**src/rtl/serv_ibus_prefetch.sv**
```systemverilog
// Two-entry instruction fetch buffer: a hold entry for the last demand-fetched word
// plus a speculative entry for the next sequential word.
module serv_ibus_prefetch #(
    parameter bit PREFETCH = 1'b1
) (
    input  logic        clk,
    input  logic        rst_n,
    input  logic        i_flush,
    input  logic [31:0] i_ibus_adr,
    input  logic        i_ibus_cyc,
    output logic [31:0] o_ibus_rdt,
    output logic        o_ibus_ack,
    output logic [31:0] o_wb_ibus_adr,
    output logic        o_wb_ibus_cyc,
    input  logic [31:0] i_wb_ibus_rdt,
    input  logic        i_wb_ibus_ack
);

    typedef enum logic [1:0] {IDLE, DEMAND, RESP, PREF} state_t;

    state_t      state_q, state_d;
    logic [29:0] hold_adr_q, hold_adr_d, pf_adr_q, pf_adr_d, req_adr_q, req_adr_d;
    logic [31:0] hold_dat_q, hold_dat_d, pf_dat_q, pf_dat_d, rdt_q, rdt_d;
    logic        hold_vld_q, hold_vld_d, pf_vld_q, pf_vld_d, drop_q, drop_d;

    logic [29:0] word;
    logic [29:0] hold_nxt;
    logic        hold_hit, pf_hit;
    logic        unused_adr_lsb;

    assign word           = i_ibus_adr[31:2];
    assign unused_adr_lsb = ^i_ibus_adr[1:0];
    assign hold_nxt       = hold_adr_q + 30'd1;
    assign hold_hit       = hold_vld_q && (hold_adr_q == word);
    assign pf_hit         = pf_vld_q && (pf_adr_q == word) && !hold_hit;

    always_comb begin
        state_d    = state_q;
        hold_adr_d = hold_adr_q;
        hold_dat_d = hold_dat_q;
        hold_vld_d = hold_vld_q;
        pf_adr_d   = pf_adr_q;
        pf_dat_d   = pf_dat_q;
        pf_vld_d   = pf_vld_q;
        req_adr_d  = req_adr_q;
        rdt_d      = rdt_q;
        drop_d     = drop_q;
        case (state_q)
            IDLE: begin
                if (i_ibus_cyc) begin
                    if (hold_hit) begin
                        rdt_d   = hold_dat_q;
                        state_d = RESP;
                    end else if (pf_hit) begin
                        // Promote the prefetched word so the next sequential fetch can follow it
                        rdt_d      = pf_dat_q;
                        hold_adr_d = pf_adr_q;
                        hold_dat_d = pf_dat_q;
                        hold_vld_d = 1'b1;
                        pf_vld_d   = 1'b0;
                        state_d    = RESP;
                    end else begin
                        req_adr_d = word;
                        drop_d    = 1'b0;
                        state_d   = DEMAND;
                    end
                end
            end
            DEMAND: begin
                if (i_wb_ibus_ack) begin
                    rdt_d = i_wb_ibus_rdt;
                    if (!drop_q) begin
                        hold_adr_d = req_adr_q;
                        hold_dat_d = i_wb_ibus_rdt;
                        hold_vld_d = 1'b1;
                    end
                    state_d = RESP;
                end
            end
            RESP: begin
                if (PREFETCH && hold_vld_q && !(pf_vld_q && (pf_adr_q == hold_nxt))) begin
                    pf_adr_d = hold_nxt;
                    pf_vld_d = 1'b0;
                    drop_d   = 1'b0;
                    state_d  = PREF;
                end else begin
                    state_d = IDLE;
                end
            end
            PREF: begin
                if (i_wb_ibus_ack) begin
                    pf_dat_d = i_wb_ibus_rdt;
                    pf_vld_d = !drop_q;
                    state_d  = IDLE;
                end
            end
            default: state_d = IDLE;
        endcase
        // Flush overrides any store made this cycle; an in-flight word is marked stale
        if (i_flush) begin
            hold_vld_d = 1'b0;
            pf_vld_d   = 1'b0;
            if ((state_q == DEMAND) || (state_q == PREF)) drop_d = 1'b1;
        end
    end

    always_ff @(posedge clk or negedge rst_n) begin
        if (!rst_n) begin
            state_q    <= IDLE;
            hold_adr_q <= '0;
            hold_dat_q <= '0;
            hold_vld_q <= 1'b0;
            pf_adr_q   <= '0;
            pf_dat_q   <= '0;
            pf_vld_q   <= 1'b0;
            req_adr_q  <= '0;
            rdt_q      <= '0;
            drop_q     <= 1'b0;
        end else begin
            state_q    <= state_d;
            hold_adr_q <= hold_adr_d;
            hold_dat_q <= hold_dat_d;
            hold_vld_q <= hold_vld_d;
            pf_adr_q   <= pf_adr_d;
            pf_dat_q   <= pf_dat_d;
            pf_vld_q   <= pf_vld_d;
            req_adr_q  <= req_adr_d;
            rdt_q      <= rdt_d;
            drop_q     <= drop_d;
        end
    end

    assign o_ibus_ack    = (state_q == RESP) && i_ibus_cyc;
    assign o_ibus_rdt    = rdt_q;
    assign o_wb_ibus_cyc = (state_q == DEMAND) || (state_q == PREF);
    assign o_wb_ibus_adr = (state_q == DEMAND) ? {req_adr_q, 2'b00} :
                           (state_q == PREF)   ? {pf_adr_q, 2'b00}  : 32'd0;

endmodule

```
**config.mk**
```make
export PLATFORM = sky130hd
export DESIGN_NAME = serv_ibus_prefetch
export DESIGN_NICKNAME = d
export VERILOG_FILES = /design/src/rtl/serv_ibus_prefetch.sv
export SDC_FILE = /design/constraint.sdc
export NUM_CORES = 1
export LEC_CHECK = 0
export ABC_AREA = 1
export BUFFER_PORTS_ARGS = -buffer_cell sky130_fd_sc_hd__clkbuf_2
export CELL_PAD_IN_SITES_DETAIL_PLACEMENT = 1
export CELL_PAD_IN_SITES_GLOBAL_PLACEMENT = 1
export CORE_AREA = 2 2 183 185
export CTS_CLUSTER_SIZE = 10
export DETAILED_ROUTE_END_ITERATION = 8
export DIE_AREA = 0 0 185 187
export GPL_ROUTABILITY_DRIVEN = 1
export MAX_ROUTING_LAYER = met4
export PLACE_DENSITY_LB_ADDON = 0.1
export SLEW_MARGIN = 10
export SYNTH_ARGS = -nofsm -noshare
export SYNTH_HDL_FRONTEND = slang
export SYNTH_SLANG_ARGS = --single-unit
```
**constraint.sdc**
```tcl
create_clock -name clk -period 5.6 [get_ports clk]
set_clock_uncertainty 0.2 [all_clocks]
set_input_delay 1.12 -clock clk [delete_from_list [all_inputs] [get_ports clk]]
set_output_delay 1.12 -clock clk [all_outputs]
set_load 0.02 [all_outputs]
```
==> Word-level counts from Yosys, hierarchy flattened <==
Cells that the tools add are included.
{ "op_classes": {"add_sub_neg": 1, "n_bitwise": 2, "n_reduce_logical": 22, "n_eq_ne": 20, "n_mux": 46} }
{ "ops": {"columns": ["cell", "n"], "rows": [
  ["2-to-1 mux 32 bit", 10],
  ["2-to-1 mux 30 bit", 5],
  ["one-hot mux 32 bit (2 select lines)", 2],
  ["== test 30 bit", 3],
  ["one-hot mux 30 bit (2 select lines)", 1],
  ["adder 30 x 1 -> 30 bit, second input constant", 1],
  ["!= test 3 bit, second input constant", 8],
  ["2-to-1 mux 1 bit", 18],
  ["AND reduction 6 bit", 3],
  ["2-to-1 mux 2 bit", 6],
  ["!= test 2 bit, second input constant", 6],
  ["one-hot mux 2 bit (4 select lines)", 1],
  ["AND reduction 4 bit", 2],
  ["logical AND 1 bit", 6],
  ["== test 2 bit, second input constant", 2],
  ["one-hot mux 1 bit (2 select lines)", 2],
  ["AND reduction 2 bit", 2],
  ["nonzero test 4 bit", 1],
  ["zero test 1 bit", 3],
  ["one-hot mux 1 bit (3 select lines)", 1],
  ["AND reduction 3 bit", 1],
  ["nonzero test 3 bit", 1],
  ["== test 2 x 1 -> 1 bit, second input constant", 1],
  ["zero test 2 bit", 1],
  ["other kinds (3)", 4]
]} }
{ "word_totals": {"word_cells": 101, "output_inout_bits": 66, "regBits": 191, "input_bits": 69} }

==> Logic depth before layout (Yosys ltp) <==
Gate-level depths: netlist (run 1).
{ "depth": {"word_depth": 10, "ltp_mapped": 19, "depth_no_buf": 19} }

==> Least setup slack after synthesis (run 1) <==
Ideal clock, no wire load.
{ "synth_timing": {"path_type": "reg-to-output", "from": "register state_q[0]", "to": "output o_wb_ibus_adr[11]", "path_slack_ns": 2.612, "path_stages_with_launch": 8, "required_ns": 4.280, "path_buffers": 3, "arrival_time_ns": 1.668, "path_cell_list": "dfrtp_1 clkbuf_1 inv_1 nor2_1 clkbuf_1 buf_1 nand2_1 o21ai_0"} }
{ "synth_via": {"elab_chain_len": 3, "word_cells_on_any_way": 4, "cone_classes": "eq/ne: 2; mux: 2"} }
{ "synth_lines": {"columns": ["item", "line_no", "rtl"], "rows": [
  ["start: declaration", "21", "state_t state_q, state_d;"],
  ["start signal: assignment", "120", "state_q <= state_d;"],
  ["== test 2 bit", "137", "(state_q == PREF) ? {pf_adr_q, 2'b00} : 32'd0;"],
  ["2-to-1 mux 32 bit", "137", null],
  ["2-to-1 mux 32 bit *", "136", "assign o_wb_ibus_adr = (state_q == DEMAND) ? {req_adr_q, 2'b00} :"],
  ["end: declaration", "13", "output logic [31:0] o_wb_ibus_adr,"]
]} }
Every way passes the cells marked *; elsewhere a longest branch is shown, timed or not.

==> Worst setup path after layout (run 1) <==
{ "layout_timing": {"from": "register state_q[0]", "to": "output o_wb_ibus_adr[20]"} }
Same word-level chain as after synthesis.

==> flow_metrics.py, run 1 <==
metrics = {
    "run_status": {
        "status": "complete, no violations",
    },
    "grt": {
        "grt_overflow": 0,
        "grt_pass1_wl_mm": 62.7,
        "antenna_found_initial": 1,
        "grt_max_degree": 113,
        "grt_usage_pct": 24.7,
        "grt_pass1_vias": 11100,
    },
    "critical_path": {
        "r2r-end": "state_q[1]",
        "path_class": "reg -> out",
        "worstPathCellList": "inv_1, nor2_4, buf_4, nand2_1, o21ai_0, clkbuf_2",
        "required_ns": 4.28,
        "cp_slowest_cell": "buf_4",
        "end_kind": "output pin",
        "reg2reg_depth": 17,
        "cp-startpoint": "state_q[0]",
        "regToRegSetupSlack_ns": 1.76,
        "start_kind": "flop",
        "cp.arrival_ns": 2.70,
        "r2r_start": "hold_adr_q[0]",
        "max_stage_delay_ns": 0.81,
        "worstPathMaxFanout": 112,
    },
    "floorplan": {
        "start_util_pct": 34.3,
        "coreArea_um2": 32900,
        "dieWidth_um": 185,
        "rows": 67,
        "fp.dieH_um": 187,
        "die-area_um2": 34600,
        "pin_count": 135,
    },
    "job": {
        "drv_cap": 0,
    },
    "power_and_ir_drop": {
        "p_clk_share_pct": 16.0,
        "seq_power_share_pct": 33.7,
        "comb_power_share_pct": 50.3,
        "leakagePower_nw": 6.63,
        "ir_drop_uv": 255,
        "p_int_mw": 3.87,
        "powerDensity_nw_per_um2": 596,
        "swShare_pct": 49.5,
        "power_switching_mw": 3.80,
    },
    "final_layout": {
        "final_nets": 1819,
        "layout-drive-gt1-share_pct": 12.1,
        "fillers": 4300,
        "area_delta_synth_final_pct": 14.1,
    },
    "sta": {
        "report.final.slew_viol_count": 0,
        "finalWorstSetupSlack_ns": 1.58,
        "relSlewSlack_pct": 28.5,
        "worst_pin_slew_ns": 1.07,
        "clock.fmax_mhz": 249,
        "tns_ns": 0,
        "fin_crit_ns": 4.02,
        "finalCritPeriodShare_pct": 71.7,
        "rsz0062_at_grt": "no",
        "finalSetupViolations": 0,
        "hold_viol_final": 0,
    },
    "min_path": {
        "min_from": "req_adr_q[18]",
        "hold_depth": 2,
        "hp-class": "reg -> reg",
        "hold_end": "req_adr_q[18]",
    },
    "placed_design": {
        "dp_slack_ns": 1.53,
        "hpwlAfterDp_mm": 29.6,
        "port_buffers": 130,
        "gp_congestion": 0.894,
    },
    "synth": {
        "syn_area_um2": 11300,
        "synth.distinct_cells": 40,
        "synthCells": 1658,
        "yosysWarnings": 0,
        "synth_seq_cells": 191,
        "ys_seq_area_share_pct": 42.3,
        "synth_area_per_cell_um2": 6.81,
    },
    "clock_tree": {
        "post-cts-setup-buffers": 0,
        "ctsLongestPathBuffers": 2,
        "cts_max_level": 4,
        "tritoncts": "done",
        "cts.sinks": 191,
        "path_clk_slew_ns": 0.08,
        "cts_made_buffers": 17,
        "hold_buffers": 0,
        "cts-root-buf": "clkbuf_16",
        "post_cts_resized": 0,
        "clkLatencyLatePin_ns": 0.47,
    },
    "detailed_routing": {
        "wire_per_inst_um": 18.1,
        "postRouteAntennaNets": 0,
        "drt_iter0_markers": 448,
        "drc": 0,
        "vias": 10900,
        "dr.pass1.iters": 5,
        "avgViaCountPerCell": 4.95,
        "wl_mm": 40.1,
    },
}
[state kept, by name, summed over array words and instances (netlist names)]
register    flops
hold_dat_q     32
drop_q          1
hold_adr_q     30
pf_adr_q       30
pf_dat_q       32
hold_vld_q      1
req_adr_q      30
pf_vld_q        1
state_q         2
o_ibus_rdt     32
[power groups by stage]
stage / registers, mW / clock network (mW) / logic [mW]
6_report: 2.59 / 1.23 / 3.86
5_1_grt: 2.69 / 1.32 / 4.42
4_1_cts: 2.59 / 1.27 / 3.92
3_5_place_dp: 2.60 / 0 / 3.90
3_3_place_gp: 2.59 / 0 / 3.80
2_1_floorplan: 2.57 / 0 / 2.65
[Yosys cell counts]
library cell	instances	area share (%)
nand2_1	534	18
nand2_4	1	0.10
buf_1	10	0.33
nor2_4	3	0.30
clkbuf_1	40	1.3
buf_4	5	0.33
nand3_2	1	0.089
a31oi_1	1	0.055
dfrtp_1	191	42
a21oi_1	97	4.3
nand3_1	81	3.6
o21ai_1	3	0.13
xor2_1	11	0.85
o21ai_0	209	9.3
inv_1	183	6.1
nor2_1	162	5.4
and3b_1	1	0.078
and3_1	2	0.11
nand3b_1	4	0.27
ha_1	1	0.11
xnor3_1	2	0.40
buf_2	14	0.62
nor3_1	11	0.49
o211ai_1	2	0.13
nor2_2	7	0.39
clkbuf_2	1	0.044
or2_2	1	0.055
o21ai_2	11	0.85
buf_6	2	0.20
conb_1	1	0.033
o22ai_1	1	0.055
nand2_2	5	0.28
and2_1	2	0.11
nand4_1	18	1.0
nor4b_1	1	0.078
nor3b_1	3	0.20
xnor2_1	14	1.1
nor4_1	15	0.83
o2111ai_1	2	0.16
inv_2	5	0.17
[kinds of logic (layout without fill, tap and decap cells)]
kind of cell    after synthesis  count (layout)  synth area share, %
compound gates              326             326                 15.0
xor+xnor                     27              27                 2.34
fa+ha+maj                     1               1                0.111
buf+inv                     260             362                 9.11
flops                       191             191                 42.3
other cells                   1               3               0.0332
simple gates                852             852                 31.1
[worst max-delay path by stage]
stage | end | slack, ns | cells past startpoint
floorplan | o_wb_ibus_adr[11] | 2.61 | 7
global placement | req_adr_q[19] | 1.58 | 10
detailed placement | req_adr_q[7] | 1.53 | 11
CTS | o_wb_ibus_adr[20] | 1.49 | 6
global route | o_wb_ibus_adr[19] | 1.31 | 6
finish | o_wb_ibus_adr[20] | 1.58 | 6
[layer usage]
metal | up-vias | GRT usage (%) | wire [µm]
met5 | - | - | 0
met4 | 0 | 9.68 | 1360
met3 | 55 | 4.24 | 1380
met2 | 160 | 39.7 | 19000
met1 | 5271 | 30.8 | 18300
li1 | 5451 | - | -
[area by class of cell]
type	count	area [µm²]	area share (%)
multi-input combinational	1208	5510	42.8
sequential	191	4780	37.1
timing repair buffer	143	757	5.88
inverter	188	706	5.48
tap	448	561	4.35
clock buffer	18	439	3.41
clock inverter	13	123	0.952
antenna	1	2.50	0.0194
[through the flow]
stage          utilization [%]  cell area [µm²]  power [mW]  cells  hold slack (ns)
2_1_floorplan                -            11300        5.22   1659            0.242
3_3_place_gp              37.5            12300        6.39   2178            0.256
3_5_place_dp              37.5            12300        6.51   2178            0.262
4_1_cts                   39.2            12900        7.78   2209            0.281
5_1_grt                   39.2            12900        8.43   2210            0.304
6_report                  39.2            12900        7.68   2210            0.275
[worst max-delay path: cells and delay by family, from the launching register on]
| kind | cells | cell delay [ns] |
|---|---|---|
| flip-flops | 1 | 0.53 |
| AND/OR/NAND/NOR | 2 | 0.25 |
| AO/OA/AOI/OAI | 1 | 0.20 |
| buffers and inverters | 3 | 1.22 |
[layout by cell type (no fill, tap or decap), drive strengths merged, types with 3 or more instances in the layout]
cell,count
dfrtp,191
nand3,82
buf,13
nand4,18
xnor2,14
nor2,172
nor3,11
nand2,540
xor2,11
nor3b,3
clkbuf,148
a21oi,97
clkinvlp,3
nand3b,4
clkinv,3
inv,195
o21ai,223
nor4,15
No activity file was read; power rests on OpenSTA's default activity.
==> run 2, diff against run 1 <==
ABC_AREA = 0   (was 1)
clock period = 3.4 ns   (was 5.6 ns; I/O delays follow)
==> run 2 against run 1 <==
Effect of this change: the run now ends with negative setup slack left; sequential share of layout area is 3.6 points lower; cell area grew 11%; cell count down 19%; largest cell class unchanged; highest routed layer unchanged.
==> flow_metrics.py, run 2 <==
metrics = {
    "final_layout": {
        "final_cell_area_um2": 14300,
        "final_cell_mix": "dfrtp_1 (187), nand2_1 (148), clkbuf_2 (129), buf_4 (129), mux2_2 (96)",
        "fillers": 3737,
        "multi_input_area_um2": 6210,
        "final_nets": 1405,
        "utilization_pct": 43.4,
        "final_common_cell": "dfrtp_1",
        "stdcell_count": 1797,
        "area_delta_synth_final_pct": 26.7,
        "seq_area_um2": 4780,
        "layout-drive-gt1-share_pct": 36.1,
    },
    "floorplan": {
        "start_util_pct": 34.3,
        "pin_count": 135,
        "fp.dieH_um": 187,
        "dieWidth_um": 185,
        "rows": 67,
        "die-area_um2": 34600,
        "coreArea_um2": 32900,
    },
    "detailed_routing": {
        "postRouteAntennaNets": 0,
        "dr.pass1.iters": 4,
        "wl_mm": 36.3,
        "drt_iter0_markers": 412,
        "avgViaCountPerCell": 5.12,
        "vias": 9197,
        "drc": 0,
        "wire_per_inst_um": 20.2,
    },
    "synth": {
        "synth.most_common_cell": "dfrtp_1",
        "synthCells": 1128,
        "yosys-top-cells-count": "dfrtp_1 (191), nand2_1 (148), mux2_2 (96)",
        "synth_seq_cells": 191,
        "synth_area_per_cell_um2": 9.98,
        "synth.distinct_cells": 63,
        "ys_top_cells_by_area": "dfrtp_1 (42%), mux2_2 (9.6%), mux2i_1 (6.2%)",
        "synthFlopType": "dfrtp_1",
        "yosysTopAreaCell": "dfrtp_1",
        "synth-edff-count": 0,
        "synth.top_cell.area_share_pct": 42.4,
        "yosysWarnings": 0,
        "ys_seq_area_share_pct": 42.4,
        "synth-async-reset-ratio_pct": 100,
        "syn_area_um2": 11300,
    },
    "run_status": {
        "status": "finished, violations left",
        "violations": "negative setup slack",
    },
    "critical_path": {
        "regToRegSetupSlack_ns": -0.07,
        "r2r-end": "pf_adr_q[8]",
        "reg2reg_depth": 15,
        "r2r_start": "hold_adr_q[0]",
        "path_class": "reg -> reg",
        "max_stage_delay_ns": 0.37,
        "worstPathCellList": "ha_2, nand4_1, buf_6, nor4_4, buf_4, nand3_4, xnor2_2, o2111ai_2, a2111oi_4, buf_4, a21oi_4, buf_12, buf_6, clkbuf_16, mux2_4",
        "path_buf_inv": 6,
        "crit_family": "buffers and inverters",
        "start_kind": "flop",
        "worstSetupPathDepth": 15,
        "worstPathMaxFanout": 5,
        "end_kind": "flop",
        "cp_slowest_cell": "nor4_4",
        "required_ns": 3.56,
        "cp.arrival_ns": 3.63,
    },
    "placed_design": {
        "port_buffers": 130,
        "dp_slack_ns": -0.325,
        "gp_congestion": 0.892,
        "hpwlAfterDp_mm": 26.1,
        "dpl-instance-area_um2": 13300,
        "dp.cells": 1749,
    },
    "power_and_ir_drop": {
        "ir_drop_uv": 434,
        "powerDensity_nw_per_um2": 978,
        "leakagePower_nw": 6.37,
    },
    "clock_tree": {
        "cts_made_buffers": 17,
        "path_clk_slew_ns": 0.08,
        "cts-root-buf": "clkbuf_16",
        "cts_max_level": 4,
        "tritoncts": "done",
        "ctsLongestPathBuffers": 2,
        "clkLatencyLatePin_ns": 0.47,
        "cts.sinks": 191,
        "hold_buffers": 0,
    },
    "sta": {
        "hold-worst-slack_ns": 0.0443,
        "finalSetupViolations": 17,
        "relSlewSlack_pct": 32.4,
        "hold_viol_final": 0,
        "finalCritPeriodShare_pct": 102,
        "fin_crit_ns": 3.47,
        "rsz0062_at_grt": "yes",
        "worst_pin_slew_ns": 1.01,
        "report.final.slew_viol_count": 0,
        "clock.fmax_mhz": 288,
        "finalWorstSetupSlack_ns": -0.0698,
    },
    "grt": {
        "gr-usage-met2_pct": 36.5,
        "antenna_found_initial": 1,
        "grt_usage_pct": 22.5,
        "grt_use_met1_pct": 27.6,
        "grt_pass1_vias": 9861,
        "busiest_layer": "met2",
        "grt_use_met3_pct": 5.41,
        "grt_overflow": 0,
        "grt_max_degree": 74,
        "grt_pass1_wl_mm": 57.6,
    },
    "job": {
        "drv_cap": 0,
    },
    "min_path": {
        "hp-class": "in -> async",
    },
}
## run 2: through the flow
step,setup TNS [ns],total power [mW]
after global routing,-3.74,15.0
final,-0.914,14.0
after CTS,-1.04,14.1
after floorplan,0,9.09
after detailed placement,-20.23,11.8
after global placement,-17.46,11.6
## run 2: cell families (layout without fill, tap and decap cells)
kind of cell	Yosys count	count (layout)	synth area share [%]
AO/OA/AOI/OAI	145	145	8.39
XOR/XNOR	111	111	8.63
adder cells (fa/ha/maj)	1	1	0.111
buffers and inverters	109	328	4.36
flip-flops	191	191	42.4
multiplexers	190	190	19.0
other	1	3	0.0333
AND/OR/NAND/NOR	380	380	17.0
## run 2: worst register-to-register path, stage by stage (launching register included)
cell       delay (ns)
dfrtp_1          0.36
ha_2             0.19
nand4_1          0.17
buf_6            0.20
nor4_4           0.37
buf_4            0.21
nand3_4          0.09
xnor2_2          0.19
o2111ai_2        0.18
a2111oi_4        0.25
buf_4            0.19
a21oi_4          0.06
buf_12           0.14
buf_6            0.13
clkbuf_16        0.15
mux2_4           0.29
## run 2: area by class of cell
type / count / area share [%]
flip-flops and latches: 191 / 33.5
well taps: 448 / 3.93
clock buffers: 17 / 2.98
inverters: 12 / 0.316
clock inverters: 15 / 1.21
repair buffers: 284 / 14.5
diodes: 1 / 0.0175
multi-input cells: 829 / 43.5
## run 2: how the worst max path moves through the flow
| stage | from | endpoint | slack [ns] |
|---|---|---|---|
| global route | hold_adr_q[1] | pf_adr_q[8] | -0.17 |
| global placement | hold_adr_q[0] | pf_adr_q[27] | -0.24 |
| CTS | hold_adr_q[0] | pf_adr_q[7] | -0.07 |
| finish | hold_adr_q[0] | pf_adr_q[8] | -0.07 |
| detailed placement | i_ibus_adr[26] | hold_dat_q[17] | -0.33 |
| floorplan | hold_adr_q[0] | pf_adr_q[10] | 0.04 |
## run 2: timing repair
item / in CTS / in global routing
resized for setup: 27 / 15
endpoints found under the hold margin: 0 / 0
gates cloned: 2 / 1
pin swaps: 17 / 0
setup endpoints to repair: 34 / 94
setup buffers: 12 / 1
## run 2: metal layers
metal | routed length, µm | vias to the layer above
li1 | - | 4355
met1 | 16000 | 4640
met2 | 17600 | 157
met3 | 1710 | 45
met4 | 930 | 0
met5 | 0 | -
## run 2: power breakdown
part | internal (mW) | leakage [nW] | switching (mW)
clock | 1.05 | 0.292 | 1.06
sequential | 3.41 | 2.31 | 1.07
combinational | 3.32 | 3.77 | 4.06
==> run 3, diff against run 2 <==
RECOVER_POWER = 25   (was unset)
==> run 3 against run 2 <==
Effect of this change: the flow finishes with violations (max-capacitance violations, max-slew violations, negative setup slack); combinational power about the same; fmax stayed put; sequential cell count is the same; total power barely moved; core utilization shrank 0.072 points; die area unchanged; wire length about the same; non-clock buffer count did not move; cell area shrank 0.17%; critical path depth unchanged; sequential power hardly changed; setup slack about the same; critical endpoint unchanged.
==> flow_metrics.py, run 3 (synthesized netlist as in run 2, its figures left out) <==
metrics = {
    "critical_path": {
        "r2r_start": "hold_adr_q[0]",
        "worstPathMaxFanout": 5,
        "cp.arrival_ns": 3.63,
        "start_kind": "flop",
        "path_class": "reg -> reg",
        "reg2reg_depth": 15,
        "cp-startpoint": "hold_adr_q[0]",
        "regToRegSetupSlack_ns": -0.07,
        "required_ns": 3.56,
        "end_kind": "flop",
    },
    "sta": {
        "hold-worst-slack_ns": 0.203,
        "hold_viol_final": 0,
        "finalSetupViolations": 17,
        "relSlewSlack_pct": -40.0,
        "finalWorstSetupSlack_ns": -0.0698,
        "finalCritPeriodShare_pct": 102,
        "fin_crit_ns": 3.47,
        "rsz0062_at_grt": "yes",
        "report.final.slew_viol_count": 73,
        "worst_pin_slew_ns": 2.10,
        "clock.fmax_mhz": 288,
    },
    "final_layout": {
        "final_common_cell": "dfrtp_1",
        "area_delta_synth_final_pct": 26.5,
        "layout-drive-gt1-share_pct": 36.1,
        "final_nets": 1405,
        "seq_area_um2": 4780,
        "multi_input_area_um2": 6210,
        "final_cell_area_um2": 14200,
        "final_cell_mix": "dfrtp_1 (187), nand2_1 (148), clkbuf_2 (130)",
        "fillers": 3739,
        "stdcell_count": 1797,
    },
    "clock_tree": {
        "cts-root-buf": "clkbuf_16",
        "clkLatencyLatePin_ns": 0.47,
        "ctsLongestPathBuffers": 2,
        "cts_made_buffers": 17,
        "hold_buffers": 0,
        "path_clk_slew_ns": 0.08,
        "tritoncts": "done",
        "cts_max_level": 4,
        "cts.sinks": 191,
    },
    "power_and_ir_drop": {
        "p_total_mw": 14.0,
        "comb_power_share_pct": 52.9,
        "power_switching_mw": 6.18,
        "p_int_mw": 7.78,
        "ir_drop_uv": 434,
        "seq_power_share_pct": 32.0,
        "powerDensity_nw_per_um2": 980,
        "p_clk_share_pct": 15.1,
        "leakagePower_nw": 6.36,
        "swShare_pct": 44.3,
    },
    "min_path": {
        "hp-class": "in -> reg",
        "hold_depth": 2,
        "min_from": "i_flush",
    },
    "grt": {
        "grt_overflow": 0,
        "grt_usage_pct": 22.5,
        "grt_pass1_wl_mm": 57.6,
        "grt_max_degree": 74,
        "antenna_found_initial": 1,
        "grt_pass1_vias": 9861,
    },
    "placed_design": {
        "port_buffers": 130,
        "dp.cells": 1749,
        "dp_slack_ns": -0.325,
        "dpl-instance-area_um2": 13300,
        "gp_congestion": 0.892,
        "hpwlAfterDp_mm": 26.1,
    },
    "run_status": {
        "violations": "max-capacitance violations, max-slew violations, negative setup slack",
        "status": "finished, violations left",
    },
    "floorplan": {
        "fp.dieH_um": 187,
        "rows": 67,
        "pin_count": 135,
        "die-area_um2": 34600,
        "coreArea_um2": 32900,
        "dieWidth_um": 185,
        "start_util_pct": 34.3,
    },
    "detailed_routing": {
        "wire_per_inst_um": 20.2,
        "dr.pass1.iters": 4,
        "drc": 0,
        "drt_iter0_markers": 409,
        "wl_mm": 36.3,
        "vias": 9195,
        "avgViaCountPerCell": 5.12,
        "postRouteAntennaNets": 0,
    },
    "job": {
        "drv_cap": 1,
    },
}
[run 3: power groups by stage]
stage	registers [mW]	clock network (mW)	logic [mW]
final	4.47	2.11	7.38
after global routing	4.65	2.25	8.09
after CTS	4.47	2.18	7.42
after detailed placement	4.50	0	7.26
after global placement	4.46	0	7.13
after floorplan	4.23	0	4.85
[run 3: critical path, stage by stage (launching register included)]
cell and delay, ns:
dfrtp_1 0.36, ha_2 0.19, nand4_1 0.17, buf_6 0.19, nor4_4 0.37, buf_4 0.21, nand3_4 0.09, xnor2_2 0.19
o2111ai_2 0.18, a2111oi_4 0.25, buf_4 0.19, a21oi_4 0.05, buf_12 0.14, buf_6 0.13, clkbuf_16 0.15, mux2_4 0.29
[run 3: routing by layer]
layer | vias up | wire [µm] | global-route usage [%]
li1 | 4355 | - | -
met4 | 0 | 930 | 6.99
met2 | 157 | 17600 | 36.5
met3 | 45 | 1710 | 5.41
met1 | 4638 | 16000 | 27.6
met5 | - | 0 | -
[run 3: final timing paths]
path	endpoint
worst max-delay path	pf_adr_q[8]
worst min-delay path	hold_vld_q
worst max register to register	pf_adr_q[8]
worst min register to register	o_ibus_rdt[7]
max in group asynchronous	o_ibus_rdt[12]
min in group asynchronous	hold_adr_q[9]
[run 3: through the flow]
stage | utilization (%) | TNS [ns]
finish | 43.4 | -0.914
CTS | 43.1 | -1.04
global route | 43.4 | -7.55
detailed placement | 40.3 | -20.23
floorplan | - | 0
global placement | 40.3 | -17.46
[run 3: area by class of cell]
class,instances,share of cell area [%]
clock inverter,15,1.21
clock buffer,17,2.99
sequential,191,33.6
tap,448,3.93
multi-input combinational,829,43.6
inverter,12,0.316
timing repair buffer,284,14.4
antenna,1,0.0176
[run 3: timing repair]
item                       CTS  global route
resized for setup           27            15
setup endpoints to repair   34            94
pin swaps                   17             0
cloned                       2             1
buffers inserted            12             1
